`src/rtl/mem_bus_decoder_pkg.sv`:
```
// Shared types, the default SoC memory map and the region match helper
// used by the memory bus decoder.
package mem_bus_pkg;

  typedef enum logic [1:0] {
    IDLE   = 2'd0,
    ACTIVE = 2'd1,
    RESP   = 2'd2
  } state_t;

  // Default SoC memory map. Slave 0 is BRAM; UART and sysregs sit inside
  // the iomem window and win over it through their lower index.
  localparam logic [31:0] BRAM_BASE    = 32'h0000_0000;
  localparam logic [31:0] BRAM_MASK    = 32'hFFFF_0000;
  localparam logic [31:0] SPI_NOR_BASE = 32'h0100_0000;
  localparam logic [31:0] SPI_NOR_MASK = 32'hFF00_0000;
  localparam logic [31:0] PSRAM_BASE   = 32'h0200_0000;
  localparam logic [31:0] PSRAM_MASK   = 32'hFF00_0000;
  localparam logic [31:0] UART_BASE    = 32'h0300_0000;
  localparam logic [31:0] UART_MASK    = 32'hFFFF_FFF0;
  localparam logic [31:0] SYSREG_BASE  = 32'h0300_0100;
  localparam logic [31:0] SYSREG_MASK  = 32'hFFFF_FF00;
  localparam logic [31:0] IOMEM_BASE   = 32'h0300_0000;
  localparam logic [31:0] IOMEM_MASK   = 32'hFF00_0000;

  localparam int unsigned CPU_FREQ       = 50_000_000;
  localparam int unsigned SOC_NUM_SLAVES = 6;

  // Packed so that slave i occupies bits [i*32 +: 32].
  localparam logic [SOC_NUM_SLAVES*32-1:0] SOC_SLAVE_BASE =
    {IOMEM_BASE, SYSREG_BASE, UART_BASE, PSRAM_BASE, SPI_NOR_BASE, BRAM_BASE};
  localparam logic [SOC_NUM_SLAVES*32-1:0] SOC_SLAVE_MASK =
    {IOMEM_MASK, SYSREG_MASK, UART_MASK, PSRAM_MASK, SPI_NOR_MASK, BRAM_MASK};
  // SPI NOR flash is execute/read only from the CPU's point of view.
  localparam logic [SOC_NUM_SLAVES-1:0] SOC_SLAVE_RO = 6'b000010;

  // Operands are widened to 64 bits so one helper serves any address width.
  function automatic logic region_match(input logic [63:0] addr,
                                        input logic [63:0] base,
                                        input logic [63:0] mask);
    return (addr & mask) == base;
  endfunction

endpackage

```
`src/rtl/mem_bus_decoder_if.sv`:
```
// Bus bundle between the CPU/memory side and the decoder. The master
// modport is the system side (CPU request, slave responses); the slave
// modport is the decoder, which answers the CPU and drives the slaves.
interface mem_bus_decoder_if #(
  parameter int unsigned NUM_SLAVES = 6,
  parameter int unsigned ADDR_WIDTH = 32,
  parameter int unsigned DATA_WIDTH = 32
);
  logic                             m_valid;
  logic                             m_ready;
  logic [ADDR_WIDTH-1:0]            m_addr;
  logic [DATA_WIDTH-1:0]            m_wdata;
  logic [DATA_WIDTH/8-1:0]          m_wstrb;
  logic [DATA_WIDTH-1:0]            m_rdata;
  logic                             m_err;
  logic [NUM_SLAVES-1:0]            s_valid;
  logic [NUM_SLAVES-1:0]            s_ready;
  logic [ADDR_WIDTH-1:0]            s_addr;
  logic [DATA_WIDTH-1:0]            s_wdata;
  logic [DATA_WIDTH/8-1:0]          s_wstrb;
  logic [NUM_SLAVES*DATA_WIDTH-1:0] s_rdata;

  modport master (
    output m_valid, m_addr, m_wdata, m_wstrb,
    input  m_ready, m_rdata, m_err,
    input  s_valid, s_addr, s_wdata, s_wstrb,
    output s_ready, s_rdata
  );

  modport slave (
    input  m_valid, m_addr, m_wdata, m_wstrb,
    output m_ready, m_rdata, m_err,
    output s_valid, s_addr, s_wdata, s_wstrb,
    input  s_ready, s_rdata
  );
endinterface

```
`src/rtl/mem_bus_decoder_addr_match.sv`:
```
// Combinational priority address decode: finds the lowest-index region
// that contains the address and flags writes into read-only regions.
module mem_bus_addr_match
  import mem_bus_pkg::*;
#(
  parameter int unsigned                      NUM_SLAVES = 6,
  parameter int unsigned                      ADDR_WIDTH = 32,
  parameter int unsigned                      DATA_WIDTH = 32,
  parameter logic [NUM_SLAVES*ADDR_WIDTH-1:0] SLAVE_BASE = '0,
  parameter logic [NUM_SLAVES*ADDR_WIDTH-1:0] SLAVE_MASK = '0,
  parameter logic [NUM_SLAVES-1:0]            SLAVE_RO   = '0,
  localparam int unsigned IDX_W = (NUM_SLAVES > 1) ? $clog2(NUM_SLAVES) : 1
) (
  input  logic [ADDR_WIDTH-1:0]   i_addr,
  input  logic [DATA_WIDTH/8-1:0] i_wstrb,
  output logic                    o_hit,
  output logic [IDX_W-1:0]        o_index,
  output logic                    o_ro_violation
);

  // Scan from the highest index down so the lowest matching index is the
  // one left standing when regions overlap.
  always_comb begin
    logic [63:0] w_addr64;
    logic [63:0] w_base64;
    logic [63:0] w_mask64;
    o_hit    = 1'b0;
    o_index  = '0;
    w_addr64 = '0;
    w_base64 = '0;
    w_mask64 = '0;
    w_addr64[ADDR_WIDTH-1:0] = i_addr;
    for (int i = NUM_SLAVES - 1; i >= 0; i--) begin
      w_base64 = '0;
      w_mask64 = '0;
      w_base64[ADDR_WIDTH-1:0] = SLAVE_BASE[i*ADDR_WIDTH +: ADDR_WIDTH];
      w_mask64[ADDR_WIDTH-1:0] = SLAVE_MASK[i*ADDR_WIDTH +: ADDR_WIDTH];
      if (region_match(w_addr64, w_base64, w_mask64)) begin
        o_hit   = 1'b1;
        o_index = IDX_W'(i);
      end
    end
  end

  // Any nonzero strobe is a write; only meaningful when a region was hit.
  always_comb begin
    o_ro_violation = 1'b0;
    if (o_hit && (|i_wstrb)) begin
      o_ro_violation = SLAVE_RO[o_index];
    end
  end

endmodule

```
`src/rtl/mem_bus_decoder.sv`:
```
// Registered memory-bus decoder between the CPU and its memory-mapped
// slaves: decodes the request, forwards it to one slave, returns a
// one-cycle response and reports unmapped, read-only and timeout errors.
module mem_bus_decoder
  import mem_bus_pkg::*;
#(
  parameter int unsigned                      NUM_SLAVES     = 6,
  parameter int unsigned                      ADDR_WIDTH     = 32,
  parameter int unsigned                      DATA_WIDTH     = 32,
  parameter logic [NUM_SLAVES*ADDR_WIDTH-1:0] SLAVE_BASE     = '0,
  parameter logic [NUM_SLAVES*ADDR_WIDTH-1:0] SLAVE_MASK     = '0,
  parameter logic [NUM_SLAVES-1:0]            SLAVE_RO       = '0,
  parameter int unsigned                      TIMEOUT_CYCLES = 1024,
  parameter logic [DATA_WIDTH-1:0]            ERR_RDATA      = '0
) (
  input  logic                  clk,
  input  logic                  resetn,
  mem_bus_decoder_if.slave      bus,
  output logic [7:0]            err_count,
  output logic [ADDR_WIDTH-1:0] err_addr
);

  localparam int unsigned IDX_W = (NUM_SLAVES > 1) ? $clog2(NUM_SLAVES) : 1;
  localparam int unsigned CNT_W = (TIMEOUT_CYCLES > 1) ? $clog2(TIMEOUT_CYCLES) : 1;
  localparam logic [CNT_W-1:0] TIMER_LAST =
    (TIMEOUT_CYCLES == 0) ? '0 : CNT_W'(TIMEOUT_CYCLES - 1);

  state_t                  r_state;
  logic [IDX_W-1:0]        r_sel;
  logic [ADDR_WIDTH-1:0]   r_addr;
  logic [DATA_WIDTH-1:0]   r_wdata;
  logic [DATA_WIDTH/8-1:0] r_wstrb;
  logic [NUM_SLAVES-1:0]   r_sValid;
  logic                    r_mReady;
  logic                    r_mErr;
  logic [DATA_WIDTH-1:0]   r_mRdata;
  logic [CNT_W-1:0]        r_timer;
  logic [7:0]              r_errCount;
  logic [ADDR_WIDTH-1:0]   r_errAddr;

  logic                    w_hit;
  logic [IDX_W-1:0]        w_index;
  logic                    w_roViolation;
  logic [NUM_SLAVES-1:0]   w_selOneHot;
  logic [DATA_WIDTH-1:0]   w_selRdata;

  mem_bus_addr_match #(
    .NUM_SLAVES (NUM_SLAVES),
    .ADDR_WIDTH (ADDR_WIDTH),
    .DATA_WIDTH (DATA_WIDTH),
    .SLAVE_BASE (SLAVE_BASE),
    .SLAVE_MASK (SLAVE_MASK),
    .SLAVE_RO   (SLAVE_RO)
  ) u_addrMatch (
    .i_addr         (bus.m_addr),
    .i_wstrb        (bus.m_wstrb),
    .o_hit          (w_hit),
    .o_index        (w_index),
    .o_ro_violation (w_roViolation)
  );

  // One-hot request vector for the slave chosen by the decode.
  always_comb begin
    w_selOneHot          = '0;
    w_selOneHot[w_index] = 1'b1;
  end

  assign w_selRdata = bus.s_rdata[r_sel*DATA_WIDTH +: DATA_WIDTH];

  // Transaction FSM: accept in IDLE, wait for the selected slave (or the
  // timeout) in ACTIVE, present the one-cycle response in RESP. m_valid is
  // deliberately ignored in RESP because the CPU still holds it high while
  // it sees m_ready.
  always_ff @(posedge clk or negedge resetn) begin
    if (!resetn) begin
      r_state    <= IDLE;
      r_sel      <= '0;
      r_addr     <= '0;
      r_wdata    <= '0;
      r_wstrb    <= '0;
      r_sValid   <= '0;
      r_mReady   <= 1'b0;
      r_mErr     <= 1'b0;
      r_mRdata   <= '0;
      r_timer    <= '0;
      r_errCount <= '0;
      r_errAddr  <= '0;
    end else begin
      case (r_state)
        IDLE: begin
          r_mReady <= 1'b0;
          r_mErr   <= 1'b0;
          if (bus.m_valid) begin
            r_addr  <= bus.m_addr;
            r_wdata <= bus.m_wdata;
            r_wstrb <= bus.m_wstrb;
            r_sel   <= w_index;
            r_timer <= '0;
            if (!w_hit || w_roViolation) begin
              r_state  <= RESP;
              r_mReady <= 1'b1;
              r_mErr   <= 1'b1;
              r_mRdata <= ERR_RDATA;
            end else begin
              r_state  <= ACTIVE;
              r_sValid <= w_selOneHot;
            end
          end
        end
        ACTIVE: begin
          if (bus.s_ready[r_sel]) begin
            r_state  <= RESP;
            r_sValid <= '0;
            r_mReady <= 1'b1;
            r_mErr   <= 1'b0;
            r_mRdata <= w_selRdata;
          end else if ((TIMEOUT_CYCLES != 0) && (r_timer == TIMER_LAST)) begin
            r_state  <= RESP;
            r_sValid <= '0;
            r_mReady <= 1'b1;
            r_mErr   <= 1'b1;
            r_mRdata <= ERR_RDATA;
          end else begin
            r_timer <= r_timer + CNT_W'(1);
          end
        end
        RESP: begin
          r_state  <= IDLE;
          r_mReady <= 1'b0;
          r_mErr   <= 1'b0;
          if (r_mErr) begin
            r_errAddr <= r_addr;
            if (r_errCount != 8'hFF) begin
              r_errCount <= r_errCount + 8'd1;
            end
          end
        end
        default: begin
          r_state  <= IDLE;
          r_sValid <= '0;
          r_mReady <= 1'b0;
          r_mErr   <= 1'b0;
        end
      endcase
    end
  end

  assign bus.s_valid = r_sValid;
  assign bus.s_addr  = r_addr;
  assign bus.s_wdata = r_wdata;
  assign bus.s_wstrb = r_wstrb;
  assign bus.m_ready = r_mReady;
  assign bus.m_err   = r_mErr;
  assign bus.m_rdata = r_mRdata;
  assign err_count   = r_errCount;
  assign err_addr    = r_errAddr;

endmodule

```
`src/flat_wrapper.sv`:
```
// flat-port wrapper written by rule: the top's interface ports become plain ports
module mem_bus_decoder_flat import mem_bus_pkg::*;
#(
  parameter int unsigned                      NUM_SLAVES     = 6,
  parameter int unsigned                      ADDR_WIDTH     = 32,
  parameter int unsigned                      DATA_WIDTH     = 32,
  parameter logic [NUM_SLAVES*ADDR_WIDTH-1:0] SLAVE_BASE     = '0,
  parameter logic [NUM_SLAVES*ADDR_WIDTH-1:0] SLAVE_MASK     = '0,
  parameter logic [NUM_SLAVES-1:0]            SLAVE_RO       = '0,
  parameter int unsigned                      TIMEOUT_CYCLES = 1024,
  parameter logic [DATA_WIDTH-1:0]            ERR_RDATA      = '0
)
  (clk, resetn, err_count, err_addr, bus_m_valid, bus_m_addr, bus_m_wdata, bus_m_wstrb, bus_m_ready, bus_m_rdata, bus_m_err, bus_s_valid, bus_s_addr, bus_s_wdata, bus_s_wstrb, bus_s_ready, bus_s_rdata);
  mem_bus_decoder_if #(.NUM_SLAVES(NUM_SLAVES), .ADDR_WIDTH(ADDR_WIDTH), .DATA_WIDTH(DATA_WIDTH)) bus_i ();
  input  logic clk;
  input  logic resetn;
  output logic [7:0] err_count;
  output logic [ADDR_WIDTH-1:0] err_addr;
  input wire logic [$bits(bus_i.m_valid)-1:0] bus_m_valid;
  input wire logic [$bits(bus_i.m_addr)-1:0] bus_m_addr;
  input wire logic [$bits(bus_i.m_wdata)-1:0] bus_m_wdata;
  input wire logic [$bits(bus_i.m_wstrb)-1:0] bus_m_wstrb;
  output wire logic [$bits(bus_i.m_ready)-1:0] bus_m_ready;
  output wire logic [$bits(bus_i.m_rdata)-1:0] bus_m_rdata;
  output wire logic [$bits(bus_i.m_err)-1:0] bus_m_err;
  output wire logic [$bits(bus_i.s_valid)-1:0] bus_s_valid;
  output wire logic [$bits(bus_i.s_addr)-1:0] bus_s_addr;
  output wire logic [$bits(bus_i.s_wdata)-1:0] bus_s_wdata;
  output wire logic [$bits(bus_i.s_wstrb)-1:0] bus_s_wstrb;
  input wire logic [$bits(bus_i.s_ready)-1:0] bus_s_ready;
  input wire logic [$bits(bus_i.s_rdata)-1:0] bus_s_rdata;
  assign bus_i.m_valid = bus_m_valid;
  assign bus_i.m_addr = bus_m_addr;
  assign bus_i.m_wdata = bus_m_wdata;
  assign bus_i.m_wstrb = bus_m_wstrb;
  assign bus_m_ready = bus_i.m_ready;
  assign bus_m_rdata = bus_i.m_rdata;
  assign bus_m_err = bus_i.m_err;
  assign bus_s_valid = bus_i.s_valid;
  assign bus_s_addr = bus_i.s_addr;
  assign bus_s_wdata = bus_i.s_wdata;
  assign bus_s_wstrb = bus_i.s_wstrb;
  assign bus_i.s_ready = bus_s_ready;
  assign bus_i.s_rdata = bus_s_rdata;
  mem_bus_decoder #(.NUM_SLAVES(NUM_SLAVES), .ADDR_WIDTH(ADDR_WIDTH), .DATA_WIDTH(DATA_WIDTH), .SLAVE_BASE(SLAVE_BASE), .SLAVE_MASK(SLAVE_MASK), .SLAVE_RO(SLAVE_RO), .TIMEOUT_CYCLES(TIMEOUT_CYCLES), .ERR_RDATA(ERR_RDATA)) u_core (.clk(clk), .resetn(resetn), .bus(bus_i), .err_count(err_count), .err_addr(err_addr));
endmodule
```
`config.mk`:
```
export PLATFORM = sky130hd
export DESIGN_NAME = mem_bus_decoder_flat
export DESIGN_NICKNAME = d
export VERILOG_FILES = /design/src/rtl/mem_bus_decoder_pkg.sv /design/src/rtl/mem_bus_decoder_if.sv /design/src/rtl/mem_bus_decoder_addr_match.sv /design/src/rtl/mem_bus_decoder.sv /design/src/flat_wrapper.sv
export SDC_FILE = /design/constraint.sdc
export NUM_CORES = 1
export LEC_CHECK = 0
export CORE_AREA = 8 8 156 158
export DETAILED_ROUTE_END_ITERATION = 8
export DIE_AREA = 0 0 164 166
export GPL_TIMING_DRIVEN = 1
export PLACE_DENSITY = 0.64
export RECOVER_POWER = 50
export SLEW_MARGIN = 30
export SYNTH_ARGS = -nofsm -noshare
export SYNTH_HDL_FRONTEND = slang
export SYNTH_SLANG_ARGS = --single-unit
```
`constraint.sdc`:
```
create_clock -name clk -period 2.45 [get_ports clk]
set_input_delay 0.245 -clock clk [delete_from_list [all_inputs] [get_ports clk]]
set_output_delay 0.245 -clock clk [all_outputs]
set_load 0.005 [all_outputs]
```
[Word-level counts from Yosys, hierarchy flattened]
Cells that the tools add are included.
Operators by class
  add/sub/neg operators: 2
  shift-type cells: 0
  $mul: 0
  equal/unequal tests: 8
  order comparisons: 0
  reductions and logical operators: 10
  bitwise logic cells: 1
  div/mod/pow operators: 0
  muxes and demuxes: 19
Operators by type and width (number)
  $mux W32: 2
  $mux W10: 3
  $pmux W10 S2: 1
  $mux W6: 3
  $pmux W6 S3: 1
  $add A10 B1 Y10 const B: 1
  $eq A10 B10 Y1 const B: 1
  $add A8 B1 Y8 const B: 1
  $ne A8 B8 Y1 const B: 1
  $reduce_and A2 Y1: 4
  $mux W2: 3
  $ne A2 B2 Y1 const B: 3
  $reduce_and A3 Y1: 2
  $mux W1: 5
  $pmux W2 S2: 1
  $reduce_and A4 Y1: 1
  $reduce_bool A2 Y1: 2
  $ne A3 B1 Y1 const B: 1
  $eq A2 B1 Y1 const B: 1
  $eq A2 B2 Y1 const B: 1
  $logic_not A2 Y1: 1
  $not A1 Y1: 1
Word-level totals
  ROM bits: 0
  register bits after elaboration: 160
  latch bits: 0
  memories kept: 0
  RAM bits: 0
  output and inout port bits: 148
  input bits: 269

[Longest topological paths before layout]
Gate-level depths: netlist (run 1).
  depth in word-level cells: 4
  gate-level depth with buffers: 7
  depth with buffers taken out: 6

[Modules after synthesis]
Synthesis (run 1) repeated with hierarchy kept, for this count alone.
Second synthesis, totals
  cells, all modules: 835
  area total of the unflattened synthesis: 8008.9 µm²
By module, submodules not included
  mem_bus_decoder: area an instance 7963.9 µm², cells an instance 828, times used 1
  mem_bus_addr_match: area an instance 45.0 µm², cells an instance 7, times used 1

[Least setup slack after synthesis (run 1)]
Ideal clock, no wire load.
  kind: register -> register
  from: reg u_core.r_timer[0]
  to: reg u_core.r_mRdata[10] (netlist: u_core.bus.m_rdata[10])
  path buffers: 1
  cell stages (with the launch flop): 7
  slack: 849 ps
  arrival: 1480 ps
  cell sequence: dfrtp_1 -> ha_1 -> nand4_4 -> nor3_2 -> o21ai_2 -> buf_6 -> a22o_1
Between the ends
  cells in the longest elaborated chain, start to end: 3
Ends and longest elaborated chain
  from (decl): line mem_bus_decoder.sv:37  | logic [CNT_W-1:0] r_timer;
  from (signal assigned): line mem_bus_decoder.sv:124  | r_timer <= r_timer + CNT_W'(1);
  $eq A10 B10 Y1: line mem_bus_decoder.sv:117  | end else if ((TIMEOUT_CYCLES != 0) && (r_timer == TIMER_LAST)) begin
  $reduce_bool A2 Y1 (no source line)
  $reduce_and A2 Y1 (no source line)
  to (signal assigned): line mem_bus_decoder.sv:116  | r_mRdata <= w_selRdata;
  to (decl): line mem_bus_decoder.sv:36  | logic [DATA_WIDTH-1:0] r_mRdata;
No other way between the ends.
A chain may end at the register's enable or synchronous reset.

[Final worst setup path (run 1)]
  from: reg u_core.r_timer[0]
  to: reg u_core.r_mRdata[15] (netlist: u_core.bus.m_rdata[15])
Same word-level chain as after synthesis.

==> impl_results.md, run 1 <==
* Status: finished, violations left
* Failing checks: capacitance limit, slew limit
* Routed vias at 4,758
* Sequential fraction of the synthesis area at 64.10%
* Final period util at 87.57%
* Synth cell count leaders: nand2_1, dfrtp_1, mux2_2
* Delay-heaviest family, CP: simple AND/OR/NAND/NOR gates
* Power Dens Cells at 1007 nW/µm²
* Peak VDD IR at 0.0005133 V
* YS warnings at 0
* Worst Tran Pin Value at 1.685 ns
* Max_cap viols at 1
* CTS root buffer: clkbuf_16
* Worst slew margin at -12.36%
* Worst skew pair latency at 0.42 ns
* Mapped Area at 6051 µm²
* EDFF count, synth at 0
* Critical path depth at 6
* Std-Cell Rows at 55
* Crit path kind: flip-flop to flip-flop
* Mean Syn Cell Area at 11.21 µm²
* Congestion Overflow GR at 0
* Routability congestion estimate at 0.7291
* Dominant cells by area after synthesis: dfrtp_1, nand2_1, mux2_2
* Layout Skew at 0.01042 ns
* Async SR Flop Fraction at 100.0%
* WL/cell at 16.48 µm
* Final hold violations at 0
* Post-DP HPWL at 13,020 µm
* DRT iter0 DRCs at 227
* R2r setup slk at 0.30 ns
* DRT Pass-1 Iters at 4
* Routed vias/inst at 4.377
* Synth-to-layout area growth at 55.85%
* WP buf/inv at 1
* Highest clock rate at 0.4661 GHz
* DRC at 0
* Clk slew on worst S/H paths at 0.07 ns
* Slowest-stage cell, CP: dfrtp_1
* Crit-path max FO at 21
* Crit path launch type: flip-flop
* DRT antenna net count at 0
* CTS H-tree depth at 4
* CTS buffer count at 17
* Worst EP arrival at 2.45 ns
* Core area at 22,090 µm²
* Clock sink count at 155
* P_leak at 4.537 nW
* Final min period at 2.145 ns
* Max incr delay on CP at 0.41 ns
* Setup TNS after final layout at 0 ns
* Antenna cells at 0
* GRT Total Usage at 13.23%
* Cell accounting for the most synthesized area: dfrtp_1
* Top-count cell post-synth: nand2_1
* Utilization after layout at 42.69%
* Ys flop type: dfrtp_1
* Worst Setup End Kind: flip-flop
* # setup viols final at 0
* Nets at 1,060
* Post-CTS Setup Bufs at 0
* Synth Instances at 540
* WHS Path Cells at 3
* Largest net degree at the start of global routing at 64
* Die W at 164 µm
* Fill cells at 2,112
* Top-area cell type share of the netlist area at 64.10%
* Total power at 9.493 mW
* CTS Buffer Depth at 2
* Cell variety after synth at 48
* PortBufs at 246
* Detailed Route WL at 17,910 µm
* Fin. max-slew vios at 62
* Share of cells above drive strength 1 at 11.10%
* Die height at 166 µm
* Seq cells post-synth at 155
* RSZ-0062 raised after global routing: no
* Crit-path cells: ha_1, nand4_1, nor3_2, o21ai_2, buf_12, a22o_1
* Vias in the first global route at 5,049
* Initial core utilization at 27.39%
* Worst Path Required at 2.75 ns
* Reg2Reg Depth at 6
* IO Pins at 417
* Total Die Area at 27,220 µm²
* Hold WC Path Type: input port to flip-flop
* CTS tree: done
* Initial antenna violation count at 0
* Global-route wire length before repair at 28,210 µm
layout by cell type (no fill, tap or decap), types with 2 or more instances in the layout:
cell type | Yosys | final
ha_1 | 2 | 2
dfrtp_1 | 155 | 155
inv_1 | 6 | 6
o21ai_0 | 4 | 4
nand2_1 | 213 | 212
bufinv_16 | 0 | 2
o211ai_1 | 2 | 2
and3_1 | 2 | 2
a22o_1 | 32 | 32
nand4_1 | 1 | 2
nand2b_1 | 2 | 2
clkbuf_2 | 0 | 2
inv_8 | 0 | 3
clkbuf_16 | 0 | 17
buf_12 | 0 | 4
xnor2_1 | 5 | 5
inv_6 | 0 | 4
xor2_1 | 3 | 3
and2_0 | 1 | 2
clkdlybuf4s50_1 | 0 | 189
dlygate4sd3_1 | 0 | 57
nor3_1 | 3 | 3
buf_4 | 5 | 5
nand3_1 | 9 | 9
nor2_1 | 9 | 9
conb_1 | 1 | 5
clkinvlp_4 | 0 | 3
mux2_2 | 33 | 33
stage by stage:
stage | cells | instance area (µm²) | worst slack [ns] | hold WS [ns]
after CTS | 1087 | 9455 | 0.4275 | 0.3162
after floorplan | 544 | 6066 | 0.8488 | -0.05059
after global routing | 1087 | 9430 | 0.1636 | 0.3418
after global placement | 1054 | 8840 | 0.4674 | 0.2797
after detailed placement | 1054 | 8840 | 0.4581 | 0.2893
final | 1087 | 9430 | 0.3046 | 0.3446
flip-flops by register name, indices dropped and copies added, names as in the netlist:
signal,cells
u_core.bus.m_ready,1
u_core.bus.s_valid,1
u_core.err_count,8
u_core.r_timer,10
u_core.bus.s_addr,32
u_core.err_addr,32
u_core.bus.s_wstrb,4
u_core.bus.m_err,1
u_core.bus.m_rdata,32
u_core.bus.s_wdata,32
u_core.r_state,2
final timing paths:
check                                      start                     end
setup / recovery               u_core.r_timer[0]  u_core.bus.m_rdata[15]
hold / removal                   bus_m_wdata[16]  u_core.bus.s_wdata[16]
setup reg to reg               u_core.r_timer[0]  u_core.bus.m_rdata[15]
hold reg to reg            u_core.bus.s_wdata[9]   u_core.bus.s_wdata[9]
max in group asynchronous                 resetn   u_core.bus.s_addr[18]
min in group asynchronous                 resetn   u_core.bus.s_addr[29]
where the power goes:
part	switching [mW]	internal [mW]
clock	1.14	1.54
combinational	1.19	1.76
sequential	0.514	3.35
area by class of cell:
type                       instances  area, µm²  area share (%)
clock inverter                    14      176.4           1.871
sequential                       155       3879           41.13
inverter                           7      28.78          0.3052
tap                              285      356.6           3.781
multi-input combinational        351       1971           20.90
clock buffer                      18      429.2           4.551
timing repair buffer             257       2590           27.46
cells by family after synthesis:
family	Yosys count	share of synthesized area, %
adders and majority gates	2	0.4135
muxes	34	6.307
other	1	0.06198
DFF	155	64.10
AOI/OAI and AO/OA	51	7.485
xor gates and xnor gates	8	1.158
and+or+nand+nor	251	17.10
buffers and inverters	38	3.371
worst min-delay path: stages:
cell and delay, ns:
clkdlybuf4s50_1 0.39, nand2_1 0.05, nand2_1 0.04
routing by layer:
metal | up-vias | GRT usage [%] | share of wire [%]
met5 | - | 0 | 0
met4 | 0 | 3.638 | 1.0
met3 | 10 | 6.544 | 11
met2 | 182 | 20.08 | 44
met1 | 2289 | 16.33 | 44
li1 | 2277 | - | -
repair_timing:
action / CTS / global route
hold buffers: 1 / 0
endpoints found under the hold margin: 60 / 0
resized for setup: 0 / 0
No activity file was read; power rests on OpenSTA's default activity.
==> run 2: changes to the inputs <==
- RECOVER_POWER: 50 -> 100
==> run 2 against run 1 <==
Against the previous run:
- the flow still finishes with violations (capacitance limit, slew limit)
- die area stayed put
- hold slack worse by 0.00063 ns
- non-clock buffer count unchanged
- count of clock-buffer cells in the layout is the same
- largest cell class unchanged
- critical path type unchanged
- combinational power is 6% lower
- routed wire length down 0.30%
- cell count stayed put
==> impl_results.md, run 2 (same netlist as run 1, synthesis figures left out) <==
* Status: finished, violations left
* Failing checks: capacitance limit, slew limit
* Global-route wire length before repair at 28,210 µm
* Share of cells above drive strength 1 at 10.72%
* DRT antenna net count at 0
* Most frequent cells in the layout: nand2_1, dfrtp_1, dlygate4sd3_1
* P_leak at 4.683 nW
* CTS H-tree depth at 4
* Initial antenna violation count at 0
* CTS Buffer Depth at 2
* RSZ-0062 raised after global routing: no
* Highest clock rate at 0.4663 GHz
* CTS root buffer: clkbuf_16
* IO Pins at 417
* Routed vias/inst at 4.378
* Crit-path max FO at 21
* # setup viols final at 0
* Post-DP HPWL at 13,020 µm
* Clock sink count at 155
* Delay-heaviest family, CP: simple AND/OR/NAND/NOR gates
* Setup TNS after final layout at 0 ns
* Commonest non-fill, non-tap cell in the layout: nand2_1
* CTS tree: done
* Hold WC Path Type: input port to flip-flop
* DRT Pass-1 Iters at 4
* Clk slew on worst S/H paths at 0.07 ns
* Total power at 9.288 mW
* Routability congestion estimate at 0.7291
* WL/cell at 16.43 µm
* Final min period at 2.145 ns
* WP buf/inv at 1
* Largest net degree at the start of global routing at 64
* CTS buffer count at 17
* Worst skew pair latency at 0.42 ns
* GRT Total Usage at 13.23%
* Crit-path cells: ha_1, nand4_1, nor3_2, o21ai_2, buf_12, a22o_1
* Slowest-stage cell, CP: dfrtp_1
* Final hold violations at 0
* Die W at 164 µm
* PortBufs at 246
* R2r startpoint: u_core.r_timer[0]
* Worst slew margin at -12.36%
* Vias in the first global route at 5,049
* Power Dens Cells at 987.1 nW/µm²
* Total Die Area at 27,220 µm²
* Final period util at 87.53%
* Std-Cell Rows at 55
* Worst Setup End Kind: flip-flop
* Synth-to-layout area growth at 55.50%
* Antenna cells at 0
* Fin. max-slew vios at 62
* Utilization after layout at 42.59%
* Core area at 22,090 µm²
* Layout Skew at 0.01053 ns
* Hold path start: bus_m_wdata[16]
* Max_cap viols at 1
* DRT iter0 DRCs at 210
* Worst Tran Pin Value at 1.685 ns
* DRC at 0
* Crit path launch type: flip-flop
* Nets at 1,060
* Post-CTS Resized at 0
* Worst EP arrival at 2.45 ns
* Hold_ws at 0.3439 ns
* Initial core utilization at 27.39%
* Critical Path Start: u_core.r_timer[0]
* Max incr delay on CP at 0.41 ns
* Die height at 166 µm
* Routed vias at 4,759
* Crit path kind: flip-flop to flip-flop
* Congestion Overflow GR at 0
* Peak VDD IR at 0.0005102 V
* Detailed Route WL at 17,860 µm
* Worst Path Required at 2.75 ns
## run 2: worst register-to-register path, stage by stage, from the launching register on
cell and delay [ns]:
dfrtp_1 0.41, ha_1 0.23, nand4_1 0.31, nor3_2 0.40
o21ai_2 0.26, buf_12 0.24, a22o_1 0.19
## run 2: through the flow
stage,cells,setup slack [ns],area [µm²]
2_1_floorplan,544,0.8488,6066
3_3_place_gp,1054,0.4674,8840
3_5_place_dp,1054,0.4581,8840
4_1_cts,1087,0.4275,9455
5_1_grt,1087,0.1636,9409
6_report,1087,0.3055,9409
## run 2: path summary, 6_finish.rpt
| check | to | cells past startpoint | slack (ns) |
|---|---|---|---|
| worst max-delay path | u_core.bus.m_rdata[15] | 6 | 0.31 |
| worst min-delay path | u_core.bus.s_wdata[16] | 3 | 0.34 |
| worst max register to register | u_core.bus.m_rdata[15] | 6 | 0.31 |
| worst min register to register | u_core.bus.s_wdata[8] | 2 | 0.47 |
| max in group asynchronous | u_core.bus.s_addr[18] | 3 | 0.60 |
| min in group asynchronous | u_core.bus.s_addr[29] | 2 | 0.82 |
## run 2: repair_timing
action                    in CTS  in global routing
buffers inserted               0                  0
hold endpoints to repair      60                  0
hold buffers                   1                  0
## run 2: layout make-up
class,count,area (µm²)
Fill cell,2108,12680
Timing Repair Buffer,257,2581
Multi-Input combinational cell,351,1958
Clock buffer,18,429.2
Inverter,7,28.78
Sequential cell,155,3879
Clock inverter,14,176.4
Tap cell,285,356.6
## run 2: metal layers
metal | global-route usage [%] | vias up | routed length (µm)
li1 | - | 2280 | -
met1 | 16.33 | 2289 | 7871
met2 | 20.08 | 180 | 7907
met3 | 6.544 | 10 | 1896
met4 | 3.638 | 0 | 185
met5 | 0 | - | 0
## run 2: report_power, final
| group | total (mW) | switching, mW | internal, mW |
|---|---|---|---|
| Sequential | 3.83 | 0.490 | 3.34 |
| Clock | 2.69 | 1.15 | 1.54 |
| Combinational | 2.76 | 1.19 | 1.58 |
